`config.mk`:
```
export PLATFORM = sky130hd
export DESIGN_NAME = fp_ex_stage_flat
export DESIGN_NICKNAME = d
export VERILOG_FILES = /design/src/rtl/fp_ex_stage_if.sv /design/src/rtl/fp_ex_stage.sv /design/src/flat_wrapper.sv
export SDC_FILE = /design/constraint.sdc
export NUM_CORES = 1
export LEC_CHECK = 0
export CORE_MARGIN = 2
export CORE_UTILIZATION = 58
export DETAILED_ROUTE_END_ITERATION = 7
export GPL_TIMING_DRIVEN = 0
export HOLD_SLACK_MARGIN = 0.02
export PLACE_DENSITY_LB_ADDON = 0.05
export REMOVE_ABC_BUFFERS = 1
export SYNTH_ARGS = -nofsm -noshare
export SYNTH_HDL_FRONTEND = slang
export SYNTH_SLANG_ARGS = --single-unit
export TNS_END_PERCENT = 10
```
`constraint.sdc`:
```
create_clock -name clk -period 12.42 [get_ports clk]
set_clock_uncertainty 0.2 [all_clocks]
set_input_delay 3.726 -clock clk [delete_from_list [all_inputs] [get_ports clk]]
set_output_delay 3.726 -clock clk [all_outputs]
set_load 0.1 [all_outputs]
```
`src/rtl/fp_ex_stage_if.sv`:
```
// Bundle between ID/EX, the FP execute stage and EX/MEM: issue side,
// stall back-pressure and the registered result bundle.
interface fp_ex_stage_if;
    logic        flush;
    logic        in_valid;
    logic        in_ready;
    logic [31:0] int_rs1_data;
    logic [31:0] fp_rs1_data;
    logic [31:0] fp_rs2_data;
    logic [31:0] imm;
    logic [4:0]  rd;
    logic        werf;
    logic        mwr;
    logic        b_mux;
    logic [1:0]  ir_mux;
    logic        wb_sel;
    logic        out_valid;
    logic [31:0] result;
    logic [31:0] mem_addr;
    logic [31:0] store_data;
    logic [4:0]  rd_out;
    logic        werf_out;
    logic        mwr_out;
    logic        wb_sel_out;

    modport master (
        output flush, in_valid, int_rs1_data, fp_rs1_data, fp_rs2_data, imm,
               rd, werf, mwr, b_mux, ir_mux, wb_sel,
        input  in_ready, out_valid, result, mem_addr, store_data, rd_out,
               werf_out, mwr_out, wb_sel_out
    );

    modport slave (
        input  flush, in_valid, int_rs1_data, fp_rs1_data, fp_rs2_data, imm,
               rd, werf, mwr, b_mux, ir_mux, wb_sel,
        output in_ready, out_valid, result, mem_addr, store_data, rd_out,
               werf_out, mwr_out, wb_sel_out
    );
endinterface

```
`src/rtl/fp_ex_stage.sv`:
```
// FP load/store execute stage: single-cycle MOVE/ADDR and a 4-cycle
// round-toward-zero single-precision FADD/FSUB (ALIGN -> ADD -> NORM).
module fp_ex_stage (
    input logic          clk,
    input logic          rst,
    fp_ex_stage_if.slave bus
);
    typedef enum logic [1:0] {IDLE, ALIGN, ADD, NORM} state_e;

    localparam logic [1:0]  OP_MOVE = 2'b00;
    localparam logic [1:0]  OP_ADDR = 2'b01;
    localparam logic [1:0]  OP_FSUB = 2'b11;
    localparam logic [31:0] QNAN    = 32'h7FC0_0000;

    state_e      state_q, state_d;
    logic [31:0] opa_q, opa_d, opb_q, opb_d;
    logic [4:0]  pend_rd_q, pend_rd_d;
    logic        pend_werf_q, pend_werf_d, pend_mwr_q, pend_mwr_d, pend_wb_q, pend_wb_d;
    logic        sign_q, sign_d, sub_q, sub_d, special_q, special_d;
    logic [31:0] special_val_q, special_val_d;
    logic [7:0]  exp_q, exp_d;
    logic [26:0] ma_q, ma_d, mb_q, mb_d;
    logic [27:0] sum_q, sum_d;
    logic        out_valid_q, out_valid_d;
    logic [31:0] result_q, result_d, mem_addr_q, mem_addr_d, store_data_q, store_data_d;
    logic [4:0]  rd_out_q, rd_out_d;
    logic        werf_out_q, werf_out_d, mwr_out_q, mwr_out_d, wb_sel_out_q, wb_sel_out_d;

    // Alignment datapath, driven from the operands captured at accept.
    logic [30:0] a_mag, b_mag, big_mag, small_mag;
    logic        swap, big_sign, small_sign, a_nan, b_nan, a_inf, b_inf;
    logic [7:0]  diff;
    logic [4:0]  sh;
    logic [53:0] wide;

    // Denormals have a zero exponent and are folded to a zero magnitude here.
    assign a_mag      = (opa_q[30:23] == 8'd0) ? 31'd0 : opa_q[30:0];
    assign b_mag      = (opb_q[30:23] == 8'd0) ? 31'd0 : opb_q[30:0];
    assign swap       = b_mag > a_mag;
    assign big_mag    = swap ? b_mag : a_mag;
    assign small_mag  = swap ? a_mag : b_mag;
    assign big_sign   = swap ? opb_q[31] : opa_q[31];
    assign small_sign = swap ? opa_q[31] : opb_q[31];
    assign diff       = big_mag[30:23] - small_mag[30:23];
    assign sh         = (diff > 8'd27) ? 5'd27 : diff[4:0];
    assign wide       = {|small_mag[30:23], small_mag[22:0], 30'd0} >> sh;
    assign a_nan      = (&opa_q[30:23]) && (|opa_q[22:0]);
    assign b_nan      = (&opb_q[30:23]) && (|opb_q[22:0]);
    assign a_inf      = (&opa_q[30:23]) && !(|opa_q[22:0]);
    assign b_inf      = (&opb_q[30:23]) && !(|opb_q[22:0]);

    function automatic logic [4:0] lzc27(input logic [26:0] v);
        logic [4:0] n;
        n = 5'd27;
        for (int i = 0; i < 27; i++)
            if (v[i]) n = 5'(26 - i);
        return n;
    endfunction

    logic [4:0]  lz;
    logic [26:0] norm_m;
    logic [9:0]  exp_n;
    logic [31:0] fp_res;

    // NOTE: every signal written in always_comb gets a value on entry, so no path can infer a latch.
    always_comb begin
        lz     = lzc27(sum_q[26:0]);
        norm_m = sum_q[26:0] << lz;
        exp_n  = {2'b00, exp_q} - {5'd0, lz};
        if (sum_q[27]) begin
            norm_m = sum_q[27:1];
            exp_n  = {2'b00, exp_q} + 10'd1;
        end
        fp_res = {sign_q, exp_n[7:0], norm_m[25:3]};
        if (special_q)
            fp_res = special_val_q;
        else if (sum_q == 28'd0)
            fp_res = {sign_q & ~sub_q, 31'd0};
        else if (!exp_n[9] && exp_n >= 10'd255)
            fp_res = {sign_q, 31'h7F7F_FFFF};
        else if (exp_n[9] || exp_n == 10'd0)
            fp_res = 32'd0;
    end

    always_comb begin
        state_d       = state_q;
        opa_d         = opa_q;
        opb_d         = opb_q;
        pend_rd_d     = pend_rd_q;
        pend_werf_d   = pend_werf_q;
        pend_mwr_d    = pend_mwr_q;
        pend_wb_d     = pend_wb_q;
        sign_d        = sign_q;
        sub_d         = sub_q;
        special_d     = special_q;
        special_val_d = special_val_q;
        exp_d         = exp_q;
        ma_d          = ma_q;
        mb_d          = mb_q;
        sum_d         = sum_q;
        out_valid_d   = 1'b0;
        result_d      = result_q;
        mem_addr_d    = mem_addr_q;
        store_data_d  = store_data_q;
        rd_out_d      = rd_out_q;
        werf_out_d    = werf_out_q;
        mwr_out_d     = mwr_out_q;
        wb_sel_out_d  = wb_sel_out_q;

        if (bus.flush) begin
            state_d = IDLE;
        end else begin
            unique case (state_q)
                IDLE: if (bus.in_valid) begin
                    if (bus.ir_mux[1]) begin
                        state_d     = ALIGN;
                        opa_d       = bus.fp_rs1_data;
                        opb_d       = bus.b_mux ? bus.imm : bus.fp_rs2_data;
                        opb_d[31]   = opb_d[31] ^ (bus.ir_mux == OP_FSUB);
                        pend_rd_d   = bus.rd;
                        pend_werf_d = bus.werf;
                        pend_mwr_d  = bus.mwr;
                        pend_wb_d   = bus.wb_sel;
                    end else begin
                        out_valid_d  = 1'b1;
                        result_d     = (bus.ir_mux == OP_MOVE) ? bus.int_rs1_data : 32'd0;
                        mem_addr_d   = (bus.ir_mux == OP_ADDR) ? bus.int_rs1_data + bus.imm : 32'd0;
                        store_data_d = (bus.ir_mux == OP_ADDR) ? bus.fp_rs2_data : 32'd0;
                        rd_out_d     = bus.rd;
                        werf_out_d   = bus.werf;
                        mwr_out_d    = bus.mwr;
                        wb_sel_out_d = bus.wb_sel;
                    end
                end
                ALIGN: begin
                    state_d       = ADD;
                    sign_d        = big_sign;
                    sub_d         = big_sign ^ small_sign;
                    exp_d         = big_mag[30:23];
                    ma_d          = {|big_mag[30:23], big_mag[22:0], 3'b000};
                    mb_d          = {wide[53:28], wide[27] | (|wide[26:0])};
                    special_d     = a_nan || b_nan || a_inf || b_inf;
                    special_val_d = a_inf ? {opa_q[31], 31'h7F80_0000} : {opb_q[31], 31'h7F80_0000};
                    if (a_nan || b_nan || (a_inf && b_inf && (opa_q[31] != opb_q[31])))
                        special_val_d = QNAN;
                end
                ADD: begin
                    state_d = NORM;
                    sum_d   = sub_q ? {1'b0, ma_q} - {1'b0, mb_q} : {1'b0, ma_q} + {1'b0, mb_q};
                end
                NORM: begin
                    state_d      = IDLE;
                    out_valid_d  = 1'b1;
                    result_d     = fp_res;
                    mem_addr_d   = 32'd0;
                    store_data_d = 32'd0;
                    rd_out_d     = pend_rd_q;
                    werf_out_d   = pend_werf_q;
                    mwr_out_d    = pend_mwr_q;
                    wb_sel_out_d = pend_wb_q;
                end
                default: state_d = IDLE;
            endcase
        end
    end

    // NOTE: the whole datapath is reset, since the bundle outputs must read zero straight out of reset.
    always_ff @(posedge clk or posedge rst) begin
        if (rst) begin
            state_q       <= IDLE;
            opa_q         <= '0;
            opb_q         <= '0;
            pend_rd_q     <= '0;
            pend_werf_q   <= 1'b0;
            pend_mwr_q    <= 1'b0;
            pend_wb_q     <= 1'b0;
            sign_q        <= 1'b0;
            sub_q         <= 1'b0;
            special_q     <= 1'b0;
            special_val_q <= '0;
            exp_q         <= '0;
            ma_q          <= '0;
            mb_q          <= '0;
            sum_q         <= '0;
            out_valid_q   <= 1'b0;
            result_q      <= '0;
            mem_addr_q    <= '0;
            store_data_q  <= '0;
            rd_out_q      <= '0;
            werf_out_q    <= 1'b0;
            mwr_out_q     <= 1'b0;
            wb_sel_out_q  <= 1'b0;
        end else begin
            // NOTE: non-blocking assignments so every flop samples pre-edge values.
            state_q       <= state_d;
            opa_q         <= opa_d;
            opb_q         <= opb_d;
            pend_rd_q     <= pend_rd_d;
            pend_werf_q   <= pend_werf_d;
            pend_mwr_q    <= pend_mwr_d;
            pend_wb_q     <= pend_wb_d;
            sign_q        <= sign_d;
            sub_q         <= sub_d;
            special_q     <= special_d;
            special_val_q <= special_val_d;
            exp_q         <= exp_d;
            ma_q          <= ma_d;
            mb_q          <= mb_d;
            sum_q         <= sum_d;
            out_valid_q   <= out_valid_d;
            result_q      <= result_d;
            mem_addr_q    <= mem_addr_d;
            store_data_q  <= store_data_d;
            rd_out_q      <= rd_out_d;
            werf_out_q    <= werf_out_d;
            mwr_out_q     <= mwr_out_d;
            wb_sel_out_q  <= wb_sel_out_d;
        end
    end

    assign bus.in_ready   = (state_q == IDLE);
    assign bus.out_valid  = out_valid_q;
    assign bus.result     = result_q;
    assign bus.mem_addr   = mem_addr_q;
    assign bus.store_data = store_data_q;
    assign bus.rd_out     = rd_out_q;
    assign bus.werf_out   = out_valid_q & werf_out_q;
    assign bus.mwr_out    = out_valid_q & mwr_out_q;
    assign bus.wb_sel_out = wb_sel_out_q;
endmodule

```
`src/flat_wrapper.sv`:
```
// flat-port wrapper written by rule: the top's interface ports become plain ports
module fp_ex_stage_flat 
  (clk, rst, bus_flush, bus_in_valid, bus_int_rs1_data, bus_fp_rs1_data, bus_fp_rs2_data, bus_imm, bus_rd, bus_werf, bus_mwr, bus_b_mux, bus_ir_mux, bus_wb_sel, bus_in_ready, bus_out_valid, bus_result, bus_mem_addr, bus_store_data, bus_rd_out, bus_werf_out, bus_mwr_out, bus_wb_sel_out);
  fp_ex_stage_if bus_i ();
  input logic clk;
  input logic rst;
  input wire logic [$bits(bus_i.flush)-1:0] bus_flush;
  input wire logic [$bits(bus_i.in_valid)-1:0] bus_in_valid;
  input wire logic [$bits(bus_i.int_rs1_data)-1:0] bus_int_rs1_data;
  input wire logic [$bits(bus_i.fp_rs1_data)-1:0] bus_fp_rs1_data;
  input wire logic [$bits(bus_i.fp_rs2_data)-1:0] bus_fp_rs2_data;
  input wire logic [$bits(bus_i.imm)-1:0] bus_imm;
  input wire logic [$bits(bus_i.rd)-1:0] bus_rd;
  input wire logic [$bits(bus_i.werf)-1:0] bus_werf;
  input wire logic [$bits(bus_i.mwr)-1:0] bus_mwr;
  input wire logic [$bits(bus_i.b_mux)-1:0] bus_b_mux;
  input wire logic [$bits(bus_i.ir_mux)-1:0] bus_ir_mux;
  input wire logic [$bits(bus_i.wb_sel)-1:0] bus_wb_sel;
  output wire logic [$bits(bus_i.in_ready)-1:0] bus_in_ready;
  output wire logic [$bits(bus_i.out_valid)-1:0] bus_out_valid;
  output wire logic [$bits(bus_i.result)-1:0] bus_result;
  output wire logic [$bits(bus_i.mem_addr)-1:0] bus_mem_addr;
  output wire logic [$bits(bus_i.store_data)-1:0] bus_store_data;
  output wire logic [$bits(bus_i.rd_out)-1:0] bus_rd_out;
  output wire logic [$bits(bus_i.werf_out)-1:0] bus_werf_out;
  output wire logic [$bits(bus_i.mwr_out)-1:0] bus_mwr_out;
  output wire logic [$bits(bus_i.wb_sel_out)-1:0] bus_wb_sel_out;
  assign bus_i.flush = bus_flush;
  assign bus_i.in_valid = bus_in_valid;
  assign bus_i.int_rs1_data = bus_int_rs1_data;
  assign bus_i.fp_rs1_data = bus_fp_rs1_data;
  assign bus_i.fp_rs2_data = bus_fp_rs2_data;
  assign bus_i.imm = bus_imm;
  assign bus_i.rd = bus_rd;
  assign bus_i.werf = bus_werf;
  assign bus_i.mwr = bus_mwr;
  assign bus_i.b_mux = bus_b_mux;
  assign bus_i.ir_mux = bus_ir_mux;
  assign bus_i.wb_sel = bus_wb_sel;
  assign bus_in_ready = bus_i.in_ready;
  assign bus_out_valid = bus_i.out_valid;
  assign bus_result = bus_i.result;
  assign bus_mem_addr = bus_i.mem_addr;
  assign bus_store_data = bus_i.store_data;
  assign bus_rd_out = bus_i.rd_out;
  assign bus_werf_out = bus_i.werf_out;
  assign bus_mwr_out = bus_i.mwr_out;
  assign bus_wb_sel_out = bus_i.wb_sel_out;
  fp_ex_stage u_core (.clk(clk), .rst(rst), .bus(bus_i));
endmodule
```
### Yosys cells after proc, flatten, opt, wreduce, memory -nomap -nowiden

Index checks and enable logic that the tools add are counted.

* output and inout bits: 106
* word-level logic and storage cells: 162
* register bits after elaboration: 301

* reductions and logical operators: 34
* add/subtract/negate cells: 6
* shift operators: 2
* multiplexer cells: 76
* bitwise logic cells: 8
* equality and inequality tests: 10
* $lt $le $gt $ge: 3

Operator list (count)
* $mux W32: 16
* $pmux W32 S2: 3
* $mux W31: 4
* $mux W5: 19
* $shr A54 B5 Y54: 1
* $reduce_or A23 Y1: 2
* $add A32 B32 Y32: 1
* $mux W4: 8
* $gt A31 B31 Y1: 1
* $add A27 B27 Y28: 1
* $logic_not A28 Y1: 1
* $mux W28: 1
* $sub A27 B27 Y28: 1
* $reduce_or A27 Y1: 1
* $shl A27 B5 Y26: 1
* $mux W26: 1
* $logic_not A8 Y1: 2
* $reduce_and A8 Y1: 2
* $reduce_or A8 Y1: 2
* $mux W1: 12
* $ge A10 B8 Y1 const B: 1
* $logic_not A10 Y1: 1
* $mux W10: 1
* $mux W2: 5
* 23 further kinds: 51

### Longest topological paths before layout

Gate-level depths: netlist of the first run.

* depth after elaboration: 36
* depth in mapped cells: 32
* gate-level depth less buffers: 31

### Least setup slack after synthesis of the first run

No wires, ideal clock.

* path kind: input-to-reg
* start point: input port bus_imm[0]
* end point: register u_core.mem_addr_q[30], in the netlist u_core.bus.mem_addr[30]
* data arrival time: 7.233 ns
* required time: 12.098 ns
* cell stages on the path: 19
* setup slack: 4.865 ns
* setup time: 0.122 ns
* cells stage by stage: ha_1 > fa_1 > a21o_1 > a21oi_1 > o21bai_1 > a21o_1 > a21oi_1 > o211ai_1 > and3_1 > nor2_1 > a2111o_1 > nand3_1 > a31o_2 > a21o_1 > and2_1 > o41a_1 > a31oi_1 > xnor2_1 > a22o_1

* cells in the longest elaborated chain, start to end: 5

RTL lines
* start: declaration: line flat_wrapper.sv:12 `input wire logic [$bits(bus_i.imm)-1:0] bus_imm;`
* $add A32 B32 Y32: line fp_ex_stage.sv:127 `mem_addr_d = (bus.ir_mux == OP_ADDR) ? bus.int_rs1_data + bus.imm : 32'd0;`
* $mux W32: line fp_ex_stage.sv:127
* $mux W32: line fp_ex_stage.sv:115 `if (bus.ir_mux[1]) begin`
* $mux W32: line fp_ex_stage.sv:114 `IDLE: if (bus.in_valid) begin`
* $pmux W32 S2: line fp_ex_stage.sv:113 `unique case (state_q)`
* end signal: assignment: line fp_ex_stage.sv:212 `mem_addr_q <= mem_addr_d;`
* end: declaration: line fp_ex_stage.sv:25 `logic [31:0] result_q, result_d, mem_addr_q, mem_addr_d, store_data_q, store_data_d;`

Every way passes these cells. The select of a mux whose other input is x is not followed.
A chain may end at the register's enable or synchronous reset.

### Worst setup path in the final report of the first run

* start point: register u_core.opb_q[27]
* end point: register u_core.mb_q[0]

* cells in the longest elaborated chain, start to end: 10

RTL lines
* start: declaration: line fp_ex_stage.sv:16 `logic [31:0] opa_q, opa_d, opb_q, opb_d;`
* start signal: assignment: line fp_ex_stage.sv:197 `opb_q <= opb_d;`
* $logic_not A8 Y1: line fp_ex_stage.sv:38 `assign b_mag = (opb_q[30:23] == 8'd0) ? 31'd0 : opb_q[30:0];`
* $mux W31 (*): line fp_ex_stage.sv:38
* $gt A31 B31 Y1: line fp_ex_stage.sv:39 `assign swap = b_mag > a_mag;`
* $mux W31 (on tied branches): line fp_ex_stage.sv:40, fp_ex_stage.sv:41
* $sub A8 B8 Y8: line fp_ex_stage.sv:44 `assign diff = big_mag[30:23] - small_mag[30:23];`
* $gt A8 B5 Y1: line fp_ex_stage.sv:45 `assign sh = (diff > 8'd27) ? 5'd27 : diff[4:0];`
* $mux W5: line fp_ex_stage.sv:45
* $shr A54 B5 Y54 (*): line fp_ex_stage.sv:46 `assign wide = {|small_mag[30:23], small_mag[22:0], 30'd0} >> sh;`
* $reduce_or A27 Y1: line fp_ex_stage.sv:141 `mb_d = {wide[53:28], wide[27] | (|wide[26:0])};`
* $or A1 B1 Y1 (*): line fp_ex_stage.sv:141
* end signal: assignment: line fp_ex_stage.sv:208 `mb_q <= mb_d;`
* end: declaration: line fp_ex_stage.sv:22 `logic [26:0] ma_q, ma_d, mb_q, mb_d;`

Mark *: on every way between the ends. The rest lies on a longest branch, timed or not.

==> flow_summary.yaml, run 1 <==
synthesis:
  yosysSeqAreaShare: 0.3292
  syn_avg_cell_area_sq_um: 8.153
  async_reset_ff_frac: 1.000
  synthCells: 2536
  ys.warnings.count: 0
  synth_top_area_frac: 0.3292
  ys.flop_type: "dfrtp_1"
  ys_ff_latch: 272
  synth_area_leader_cell: "dfrtp_1"
  synth_edf_count: 0
  ys_types: 95
  yosys-top-cells-area: "dfrtp_1 (33%), ha_1 (7.4%), nand2_1 (5.5%)"
  syn_area_sq_um: 20680
timing:
  min_period_ns: 8.746
  rsz0062_at_grt: "false"
  tns_ns: 0
  setup_viol: 0
  slew_headroom: 0.1060
  worst_pin_slew_ns: 1.341
  hold_viol: 0
  clock.fmax_mhz: 114.3
  period_share: 0.7042
  drv_slew: 0
layout:
  drive_above_1_share: 0.06741
  num-nets-final: 2944
  syn_to_final_growth_pct: 19.59
  final_cell_mix: "nand2_1 (304), dfrtp_1 (272), clkdlybuf4s50_1 (247)"
  final_common_cell: "nand2_1"
placement:
  dp_hpwl_um: 54900
  port_buffers: 248
  gp_congestion: 0.9801
die:
  num_rows: 69
  start_util: 0.5856
  die-area_sq_um: 37170
  pin_count: 249
  die_w_um: 192.8
  dieHeight_um: 192.8
  core_area_sq_um: 35310
setup_path:
  critPathKind: "reg2reg"
  crit_buf_inv: 1
  cp_max_fo: 26
  reg2reg_to: "u_core.mb_q[0]"
  slowest_delay_ns: 1.14
  worst-r2r-setup-slack_ns: 3.67
  worst_setup_path_end_kind: "flip-flop"
  reg2reg_from: "u_core.opb_q[27]"
  cp_top_family: "simple AND/OR/NAND/NOR gates"
  startpoint: "u_core.opb_q[27]"
  ff2ff_path_depth: 23
  worst_ep_arrival_time_ns: 9.00
  worstPathCellList: "nor4_1 -> nand2_1 -> and2_1 -> ha_1 -> nand4_2 -> nor4_2 -> o21a_1 -> o31ai_2 -> a21oi_4 -> buf_16 -> o21a_1 -> ha_1 -> a211oi_2 -> xnor2_1 -> nor3_1 -> nor4_4 -> mux2i_1 -> a21oi_1 -> a2bb2oi_1 -> a21oi_1 -> nand4_1 -> o31ai_1 -> a31oi_1"
  cp-endpoint: "u_core.mb_q[0]"
  critPathSlowestCell: "nor4_4"
  cp.depth: 23
  required_ns: 12.68
  critical_path.startpoint_type: "flip-flop"
hold_path:
  min_path_cells: 2
  min_from: "u_core.mwr_out_q"
  hp-class: "reg2reg"
route:
  drt_wl_total_um: 72080
  drtIter0Drc: 2006
  drt-wirelength-per-cell_um: 22.80
  drc: 0
  first_pass_iters: 6
  via_per_inst: 6.558
  antenna_left: 0
  route.vias.total: 20737
global_route:
  grt_pass1_vias: 19517
  grt_overflow: 0
  grt_max_degree: 114
  antenna_found_initial: 1
  grt_pass1_wl_um: 110400
  gr-usage-all-layers: 0.3818
status:
  outcome: "finished clean"
clocking:
  cts.sinks: 272
  postCtsHoldBufs: 0
  cts_max_level: 1
  numCtsBuffers: 31
  cts.path.max_buffers: 3
  cts_tree: "built"
  root_buffer: "clkbuf_16"
  cts.clk_slew.worst_paths_ns: 0.06
  cts_resized: 0
  post_cts_buffers: 0
  insertion_delay_ns: 0.60
run:
  cap_violations: 0
==> Yosys cell counts (6+ instances only) <==
cell type / n
a22oi_1: 8
a21oi_1: 221
a32oi_1: 7
a222oi_1: 9
or3_1: 10
a31oi_1: 28
a22o_1: 59
o21ai_0: 210
o211ai_1: 21
nor4_1: 28
o31ai_1: 19
dfrtp_1: 272
a311oi_1: 6
nand2b_1: 21
nand4_1: 30
a211oi_1: 42
buf_1: 16
xor2_1: 13
a2111oi_0: 9
and3_1: 25
o2111ai_1: 7
a221oi_1: 26
mux2i_1: 81
nor2b_1: 14
xnor2_1: 47
and2_1: 16
ha_1: 123
o22ai_1: 26
clkbuf_1: 134
or2_2: 6
nand3_1: 60
a21o_1: 19
nor3_1: 62
o21bai_1: 13
nor2_1: 207
mux2_2: 48
nand2_1: 304
inv_1: 130
o21a_1: 25
buf_2: 13
==> per-layer routing <==
layer | up-vias | share of wire | global-route usage
met5 | - | 0.00014 | 0
met4 | 2 | 0.048 | 0.1682
met3 | 187 | 0.10 | 0.06438
met2 | 1084 | 0.45 | 0.6190
met1 | 9940 | 0.40 | 0.5017
li1 | 9524 | - | -
==> through the flow <==
| stage | util | cells | setup slack, ns | hold slack [ns] | cell area, sq um |
|---|---|---|---|---|---|
| after global routing | 0.7002 | 3161 | 3.026 | 0.3013 | 24730 |
| final | 0.7003 | 3162 | 3.674 | 0.2726 | 24730 |
| after floorplan | - | 2365 | 0.9986 | 0.2355 | 19970 |
| after CTS | 0.6998 | 3160 | 3.871 | 0.2784 | 24710 |
| after global placement | 0.6522 | 3074 | -3.836 | 0.2512 | 23030 |
| after detailed placement | 0.6667 | 3102 | 3.719 | 0.2643 | 23540 |
==> kinds of logic (layout without fill, tap and decap cells) <==
kind of cell / Yosys count / count (layout) / share of synthesized area
adders and majority gates: 126 / 126 / 0.07734
xor gates and xnor gates: 60 / 60 / 0.02542
buffers and inverters: 306 / 470 / 0.05870
other: 0 / 1 / 0
and+or+nand+nor: 812 / 812 / 0.1804
muxes: 135 / 135 / 0.07092
DFF: 272 / 272 / 0.3292
AOI/OAI and AO/OA: 825 / 825 / 0.2580
==> layout make-up <==
type	count	area [sq um]
Antenna cell	1	2.502
Clock buffer	41	883.3
Clock inverter	17	284.0
Fill cell	2886	10580
Inverter	135	514.2
Multi-Input combinational cell	1958	12720
Sequential cell	272	6807
Tap cell	461	576.8
Timing Repair Buffer	277	2937
==> sequential cells by signal (all words and copies together) (netlist names), 2 cells and up <==
| name | cells |
|---|---|
| u_core.bus.rd_out | 5 |
| u_core.exp_q | 8 |
| u_core.sum_q | 28 |
| u_core.opa_q | 32 |
| u_core.bus.store_data | 32 |
| u_core.pend_rd_q | 5 |
| u_core.mb_q | 27 |
| u_core.ma_q | 24 |
| u_core.bus.result | 32 |
| u_core.special_val_q | 3 |
| u_core.state_q | 2 |
| u_core.bus.mem_addr | 32 |
| u_core.opb_q | 32 |
==> worst min-delay path, delay by kind of cell, from the launching register on <==
kind               cells  cell delay (ns)
and+or+nand+nor        1             0.04
AOI/OAI and AO/OA      1             0.06
DFF                    1             0.33
==> worst min path at each step <==
stage,end,slack [ns]
finish,u_core.mwr_out_q,0.27
global route,u_core.werf_out_q,0.30
CTS,u_core.mwr_out_q,0.28
detailed placement,u_core.bus.mem_addr[22],0.26
global placement,u_core.special_val_q[30],0.25
floorplan,u_core.special_val_q[30],0.24
Power of run 1 is not shown: default switching activity piles up to over one toggle a cycle in this logic, so the estimate is an artifact.
==> run 2: changes to the inputs <==
Clock period 12.42 ns to 8.97 ns, I/O delays scaled along.
==> flow_summary.yaml, run 2 (same netlist as run 1, synthesis figures left out) <==
die:
  num_rows: 69
  start_util: 0.5856
  die_w_um: 192.8
  core_area_sq_um: 35310
  die-area_sq_um: 37170
  dieHeight_um: 192.8
  pin_count: 249
route:
  drc: 0
  route.vias.total: 20787
  via_per_inst: 6.574
  drtIter0Drc: 1939
  first_pass_iters: 6
  drt-wirelength-per-cell_um: 22.89
  drt_wl_total_um: 72390
  antenna_left: 0
global_route:
  antenna_found_initial: 1
  grt_max_degree: 114
  grt_pass1_vias: 19517
  grt_pass1_wl_um: 110400
  gr-usage-all-layers: 0.3818
  grt_overflow: 0
timing:
  min_period_ns: 8.293
  slew_headroom: 0.1099
  worst_pin_slew_ns: 1.335
  period_share: 0.9246
  drv_slew: 0
  rsz0062_at_grt: "false"
  hold_viol: 0
  clock.fmax_mhz: 120.6
  setup_viol: 0
setup_path:
  cp_max_fo: 29
  reg2reg_to: "u_core.mb_q[0]"
  critical_path.startpoint_type: "flip-flop"
  worst-r2r-setup-slack_ns: 0.68
  reg2reg_from: "u_core.opb_q[27]"
  worst_ep_arrival_time_ns: 8.55
  ff2ff_path_depth: 23
  critPathKind: "reg2reg"
  required_ns: 9.23
  worst_setup_path_end_kind: "flip-flop"
clocking:
  cts.clk_slew.worst_paths_ns: 0.06
  cts.path.max_buffers: 3
  numCtsBuffers: 31
  postCtsHoldBufs: 0
  cts_resized: 0
  root_buffer: "clkbuf_16"
  cts_max_level: 1
  cts.sinks: 272
  cts_tree: "built"
  insertion_delay_ns: 0.60
  post_cts_buffers: 0
placement:
  port_buffers: 248
  dpl_cell_area_sq_um: 23540
  dp_cells: 3102
  dp_hpwl_um: 54900
  gp_congestion: 0.9801
layout:
  syn_to_final_growth_pct: 19.68
  final_common_cell: "nand2_1"
  antenna_cells: 0
  final_cell_count_no_fill: 3162
  postLayoutCellArea_sq_um: 24750
  final_cell_mix: "nand2_1 (304), dfrtp_1 (272), clkdlybuf4s50_1 (247)"
  drive_above_1_share: 0.06812
  nFillCells: 2886
  final_core_util: 0.7008
  num-nets-final: 2945
hold_path:
  holdPathEnd: "u_core.mwr_out_q"
  hp-class: "reg2reg"
  min_from: "u_core.mwr_out_q"
  min_path_cells: 2
status:
  outcome: "finished clean"
run:
  cap_violations: 0
-- run 2: worst max-delay path by stage --
stage,start,end,slack (ns)
after floorplan,rst,u_core.bus.mem_addr[0],-1.42
after global placement,bus_ir_mux[1],u_core.bus.mem_addr[24],-6.25
after detailed placement,u_core.opb_q[27],u_core.mb_q[0],0.48
after CTS,u_core.opb_q[27],u_core.mb_q[0],0.42
after global routing,u_core.opb_q[24],u_core.mb_q[0],0.09
final,u_core.opb_q[27],u_core.mb_q[0],0.68
-- run 2: layer usage --
layer | vias to the layer above | routed length [um] | global-route usage
li1 | 9542 | - | -
met1 | 9972 | 28990 | 0.5017
met2 | 1084 | 32840 | 0.6190
met3 | 187 | 7085 | 0.06438
met4 | 2 | 3469 | 0.1682
met5 | - | 10 | 0
-- run 2: critical path: stages (launching register included) --
cell	delay (ns)
dfrtp_1	0.52
nor4_1	0.33
nand2_1	0.56
and2_1	0.50
ha_1	0.36
a21oi_1	0.19
o21a_1	0.17
o21ai_0	0.13
o31ai_2	0.44
a21oi_4	0.29
buf_16	0.25
o21a_1	0.21
ha_1	0.20
a211oi_2	0.34
o22ai_1	0.13
a31oi_1	0.22
and4_1	0.38
nand3_1	0.90
a211oi_1	0.72
a211oi_1	0.10
nor3_1	0.32
nand4_1	0.15
o31ai_1	0.37
a31oi_1	0.14
-- run 2: final cells by class --
class | instances | area (sq um) | area share
Sequential cell | 272 | 6807 | 0.2751
Inverter | 135 | 514.2 | 0.02078
Clock buffer | 41 | 883.3 | 0.03570
Timing Repair Buffer | 277 | 2937 | 0.1187
Tap cell | 461 | 576.8 | 0.02331
Multi-Input combinational cell | 1959 | 12740 | 0.5150
Clock inverter | 17 | 284.0 | 0.01148
-- run 2: through the flow --
step	worst slack [ns]	setup TNS [ns]	hold slack, ns
3_5_place_dp	0.4837	0	0.2643
2_1_floorplan	-1.416	-433.53	0.2355
6_report	0.6766	0	0.2725
3_3_place_gp	-6.251	-1693.60	0.2512
4_1_cts	0.4214	0	0.2784
5_1_grt	0.08572	0	0.3013
Power of run 2 is left out for the same reason.
